===== config.mk =====
export PLATFORM = sky130hd
export DESIGN_NAME = hazard_ctrl_unit
export DESIGN_NICKNAME = d
export VERILOG_FILES = /design/src/rtl/hazard_ctrl_unit.sv
export SDC_FILE = /design/constraint.sdc
export NUM_CORES = 1
export LEC_CHECK = 0
export ABC_AREA = 1
export CORE_AREA = 2 2 67 69
export DETAILED_ROUTE_END_ITERATION = 12
export DIE_AREA = 0 0 69 71
export MAX_ROUTING_LAYER = met4
export PLACE_DENSITY = 0.85
export SYNTH_ARGS = -nofsm -noshare
export SYNTH_HDL_FRONTEND = slang
export SYNTH_SLANG_ARGS = --single-unit

===== constraint.sdc =====
create_clock -name clk -period 1.76 [get_ports clk]
set_input_delay 0.352 -clock clk [delete_from_list [all_inputs] [get_ports clk]]
set_output_delay 0.352 -clock clk [all_outputs]
set_load 0.02 [all_outputs]

===== src/rtl/hazard_ctrl_unit.sv =====
// Hazard control for the 5-stage RV32 pipeline: forwarding, load-use stall, branch flush, memory-wait FSM.
// Optional performance counters are built when HAZARD_PERF_CNT_EN is defined.
module hazard_ctrl_unit #(
  parameter int REG_AW      = 5,
  parameter int MEM_TIMEOUT = 64,
  parameter int TO_W        = 8,
  parameter int CNT_W       = 16
) (
  input  logic              clk,
  input  logic              rst,
  input  logic [REG_AW-1:0] Rs1_D,
  input  logic [REG_AW-1:0] Rs2_D,
  input  logic [REG_AW-1:0] Rs1_E,
  input  logic [REG_AW-1:0] Rs2_E,
  input  logic [REG_AW-1:0] RD_E,
  input  logic [REG_AW-1:0] RD_M,
  input  logic [REG_AW-1:0] RD_W,
  input  logic              ResultSrcE,
  input  logic              RegWriteM,
  input  logic              RegWriteW,
  input  logic              PCSrcE,
  input  logic              MemReqM,
  input  logic              MemReadyM,
  output logic [1:0]        ForwardAE,
  output logic [1:0]        ForwardBE,
  output logic              StallF,
  output logic              StallD,
  output logic              StallE,
  output logic              StallM,
  output logic              StallW,
  output logic              FlushD,
  output logic              FlushE,
  output logic              mem_timeout,
  output logic [CNT_W-1:0]  lu_stall_cnt,
  output logic [CNT_W-1:0]  flush_cnt,
  output logic [CNT_W-1:0]  mem_wait_cnt
);

  typedef enum logic {ST_RUN = 1'b0, ST_MEM_WAIT = 1'b1} state_t;

  localparam logic [REG_AW-1:0] ZERO_REG = '0;
  localparam logic [TO_W-1:0]   WAIT_MAX = '1;
  localparam logic [TO_W-1:0]   WAIT_ONE = TO_W'(1);
  localparam logic [TO_W:0]     TO_LIMIT = (TO_W+1)'(MEM_TIMEOUT);

  // M stage result is younger than W, so it wins when both match
  function automatic logic [1:0] fwd_sel(
    input logic [REG_AW-1:0] rs,
    input logic              wr_m,
    input logic [REG_AW-1:0] rd_m,
    input logic              wr_w,
    input logic [REG_AW-1:0] rd_w
  );
    logic [1:0] sel;
    sel = 2'b00;
    if (wr_m && (rd_m != ZERO_REG) && (rd_m == rs)) begin
      sel = 2'b10;
    end else if (wr_w && (rd_w != ZERO_REG) && (rd_w == rs)) begin
      sel = 2'b01;
    end else begin
      sel = 2'b00;
    end
    return sel;
  endfunction

  state_t          r_state;
  state_t          w_state_nxt;
  logic [TO_W-1:0] r_wait_cnt;
  logic [TO_W-1:0] w_wait_nxt;
  logic            r_mem_timeout;
  logic            w_mem_stall;
  logic            w_lu;

  always_comb begin
    w_mem_stall = 1'b0;
    w_lu        = 1'b0;
    w_mem_stall = !MemReadyM && (MemReqM || (r_state == ST_MEM_WAIT));
    w_lu        = ResultSrcE && (RD_E != ZERO_REG) && ((RD_E == Rs1_D) || (RD_E == Rs2_D));
  end

  always_comb begin
    w_state_nxt = r_state;
    case (r_state)
      ST_RUN: begin
        if (MemReqM && !MemReadyM) begin
          w_state_nxt = ST_MEM_WAIT;
        end else begin
          w_state_nxt = ST_RUN;
        end
      end
      ST_MEM_WAIT: begin
        if (MemReadyM) begin
          w_state_nxt = ST_RUN;
        end else begin
          w_state_nxt = ST_MEM_WAIT;
        end
      end
      default: w_state_nxt = ST_RUN;
    endcase
  end

  // Count only cycles spent waiting in MEM_WAIT; the entry cycle restarts the count
  always_comb begin
    w_wait_nxt = r_wait_cnt;
    if ((r_state == ST_RUN) && (w_state_nxt == ST_MEM_WAIT)) begin
      w_wait_nxt = '0;
    end else if ((r_state == ST_MEM_WAIT) && !MemReadyM && (r_wait_cnt != WAIT_MAX)) begin
      w_wait_nxt = r_wait_cnt + WAIT_ONE;
    end else begin
      w_wait_nxt = r_wait_cnt;
    end
  end

  always_ff @(posedge clk) begin
    if (rst) begin
      r_state       <= ST_RUN;
      r_wait_cnt    <= '0;
      r_mem_timeout <= 1'b0;
    end else begin
      r_state       <= w_state_nxt;
      r_wait_cnt    <= w_wait_nxt;
      r_mem_timeout <= r_mem_timeout | ({1'b0, w_wait_nxt} >= TO_LIMIT);
    end
  end

  assign mem_timeout = r_mem_timeout;

  always_comb begin
    ForwardAE = 2'b00;
    ForwardBE = 2'b00;
    StallF    = 1'b0;
    StallD    = 1'b0;
    StallE    = 1'b0;
    StallM    = 1'b0;
    StallW    = 1'b0;
    FlushD    = 1'b0;
    FlushE    = 1'b0;
    if (!rst) begin
      ForwardAE = fwd_sel(Rs1_E, RegWriteM, RD_M, RegWriteW, RD_W);
      ForwardBE = fwd_sel(Rs2_E, RegWriteM, RD_M, RegWriteW, RD_W);
      // A branch seen while frozen stays in E and flushes once the wait ends
      if (w_mem_stall) begin
        StallF = 1'b1;
        StallD = 1'b1;
        StallE = 1'b1;
        StallM = 1'b1;
        StallW = 1'b1;
      end else if (PCSrcE) begin
        FlushD = 1'b1;
        FlushE = 1'b1;
      end else if (w_lu) begin
        StallF = 1'b1;
        StallD = 1'b1;
        FlushE = 1'b1;
      end else begin
        FlushD = 1'b0;
        FlushE = 1'b0;
      end
    end else begin
      ForwardAE = 2'b00;
      ForwardBE = 2'b00;
    end
  end

`ifdef HAZARD_PERF_CNT_EN
  localparam logic [CNT_W-1:0] CNT_MAX = '1;
  localparam logic [CNT_W-1:0] CNT_ONE = CNT_W'(1);

  function automatic logic [CNT_W-1:0] sat_inc(input logic [CNT_W-1:0] v, input logic en);
    logic [CNT_W-1:0] r;
    if (en && (v != CNT_MAX)) begin
      r = v + CNT_ONE;
    end else begin
      r = v;
    end
    return r;
  endfunction

  logic             w_lu_win;
  logic             w_flush_win;
  logic [CNT_W-1:0] r_lu_cnt;
  logic [CNT_W-1:0] r_flush_cnt;
  logic [CNT_W-1:0] r_mw_cnt;

  assign w_flush_win = !w_mem_stall && PCSrcE;
  assign w_lu_win    = !w_mem_stall && !PCSrcE && w_lu;

  always_ff @(posedge clk) begin
    if (rst) begin
      r_lu_cnt    <= '0;
      r_flush_cnt <= '0;
      r_mw_cnt    <= '0;
    end else begin
      r_lu_cnt    <= sat_inc(r_lu_cnt, w_lu_win);
      r_flush_cnt <= sat_inc(r_flush_cnt, w_flush_win);
      r_mw_cnt    <= sat_inc(r_mw_cnt, w_mem_stall);
    end
  end

  assign lu_stall_cnt = r_lu_cnt;
  assign flush_cnt    = r_flush_cnt;
  assign mem_wait_cnt = r_mw_cnt;
`else
  assign lu_stall_cnt = '0;
  assign flush_cnt    = '0;
  assign mem_wait_cnt = '0;
`endif

endmodule


==> flow_summary.ini <==
[timing]
setup_viol = 0
timing.final.crit_share_pct = 98.2
maxSlewViolCount = 0
fin_crit_ps = 1730
setup_slack_ps = 31.4
hold_viol = 0
finalClockSkew_ps = 0.684
fmax_mhz = 579

[routing]
wirelength_um = 3320
drcViolationCount = 0
drt-initial-drc-count = 59
vias = 1438
drt-pass1-iter-count = 4
viasPerCell = 4.17
routedWlPerCell_um = 9.63
ant_nets = 0

[finish]
final_area_mm2 = 0.00191
drive_gt1_share_pct = 23.5
mostFrequentLayoutCells = 48 x conb_1, 43 x nand2_1, 27 x inv_1
utilization_pct = 45.4
layout_commonest_cell = conb_1
final_nets = 338
diodes = 0
area_growth_pct = 33.5
nFillCells = 438

[yosys]
ys_seq_elements = 10
ys_types = 20
synth_area_mm2 = 0.00143
synth_warnings = 0
avgSynthCellArea_um2 = 6.22
netlist_instances = 230
seq_area_frac_synth_pct = 14.0

[worst_setup_path]
start_kind = primary input
cp.required_ps = 1410
arrival_ps = 1380
end_kind = output pin
cp_max_fo = 2
crit_type = in2out
regToRegSetupSlack_ps = 330

[global_routing]
antenna_found_initial = 0
grt-ovfl-total = 0
grt.total_usage_pct = 13.3
grt_pass1_vias = 1308
grt_pass1_wl_um = 5220
grt_max_degree = 8

[die]
fp-row-count = 24
die_x_um = 69
start_util_pct = 34.0
io_pins = 103
die_y_um = 71
coreArea_mm2 = 0.00420
design.die.area_mm2 = 0.00490

[clock_network]
cts_buffers = 3
clock_path_buffers = 2
clkSinkCount = 10
clkTransAtPathRegs_ps = 50
clk_latency_ps = 240
holdBufCountCts = 0
cts_tree = yes
root_buffer = clkbuf_8
cts_setup_buffers = 0
htree_levels = 1

[flow_run]
max-cap-violations = 0

[outcome]
status = finished clean

[placed_design]
place_congestion = 0.845
placed_area_mm2 = 0.00191
dp_worst_setup_slack_ps = -811
hpwlAfterDp_um = 2840
port_buffers = 54

[pwr]
power_uw = 877
vdd_drop_max_uv = 178
power.density_mw_per_mm2 = 459
leakagePower_uw = 0.00106

[min_path]
hold_path_class = reg2reg
[final timing paths]
| kind | cells past startpoint | endpoint | start |
|---|---|---|---|
| setup / recovery | 6 | ForwardAE[0] | Rs1_E[3] |
| setup reg to reg | 7 | r_wait_cnt[0]$_SDFF_PP0_ | r_wait_cnt[0]$_SDFF_PP0_ |
| hold / removal | 2 | r_wait_cnt[5]$_SDFF_PP0_ | r_wait_cnt[5]$_SDFF_PP0_ |
| hold reg to reg | 2 | r_wait_cnt[5]$_SDFF_PP0_ | r_wait_cnt[5]$_SDFF_PP0_ |
[layout make-up]
cell class	instances	area (um2)	share of cell area [%]
clock buffer	4	55.1	2.88
inverter	31	116	6.09
multi-input combinational	185	987	51.7
sequential	10	200	10.5
tap	52	65.1	3.41
timing repair buffer	63	487	25.5
[synthesized netlist by cell type]
master    instances  area share, %
a21oi_1           7            2.4
buf_4            51             27
conb_1            1           0.26
dfxtp_1          10             14
ha_1              1           0.87
inv_1            30            7.9
inv_2             1           0.26
nand2_1          44             12
nand2_2           2           0.87
nand2_4           1           0.79
nand3_1          12            4.2
nand4_1           3            1.3
nor2_1           26            6.8
nor2b_1           2           0.87
nor3_1            5            1.7
nor3_4            1            1.1
o21ai_0           7            2.4
o21bai_1          1           0.52
xnor2_1           8            4.9
xor2_1           17             10
[where the power goes]
| group | internal [uW] | switching, uW |
|---|---|---|
| registers | 230 | 2.27 |
| clock network | 197 | 92.3 |
| logic | 128 | 227 |
[stage by stage]
step / setup TNS (ps) / hold slack (ps) / std cells
2_1_floorplan: 0 / 424 / 277
3_3_place_gp: -7070 / 465 / 342
3_5_place_dp: -7410 / 486 / 342
4_1_cts: -25.5 / 493 / 345
5_1_grt: -4.48 / 510 / 345
6_report: 0 / 493 / 345
[sequential cells by signal (all words and copies together), names as in the netlist]
signal       flops
r_wait_cnt       8
mem_timeout      1
r_state          1
[worst max-delay path: stages]
cell and delay (ps):
clkdlybuf4s15_1 210, xor2_1 200, nor3_2 230, nand3_2 120, nor2b_4 150, buf_6 120
[layer usage]
layer | vias up | global-route usage [%] | wire [um]
met5 | - | - | 0
met4 | 0 | 4.79 | 84
met3 | 11 | 2.28 | 238
met2 | 79 | 26.1 | 1780
met1 | 623 | 13.1 | 1220
li1 | 725 | - | -
[kinds of logic after synthesis]
| family | count (synthesis) | share of synthesized area (%) |
|---|---|---|
| adders and majority gates | 1 | 0.874 |
| xor gates and xnor gates | 25 | 15.3 |
| other | 1 | 0.262 |
| buffers and inverters | 82 | 34.9 |
| DFF | 10 | 14.0 |
| AOI/OAI and AO/OA | 15 | 5.42 |
| and+or+nand+nor | 96 | 29.3 |
[what timing repair did]
| item | 4_1_cts | 5_1_grt |
|---|---|---|
| endpoints found under the setup margin | 11 | 9 |
| hold endpoints to repair | 0 | 0 |
| gates resized for setup | 125 | 49 |
| pin swaps | 28 | 32 |
No activity file was read; power rests on OpenSTA's default activity.
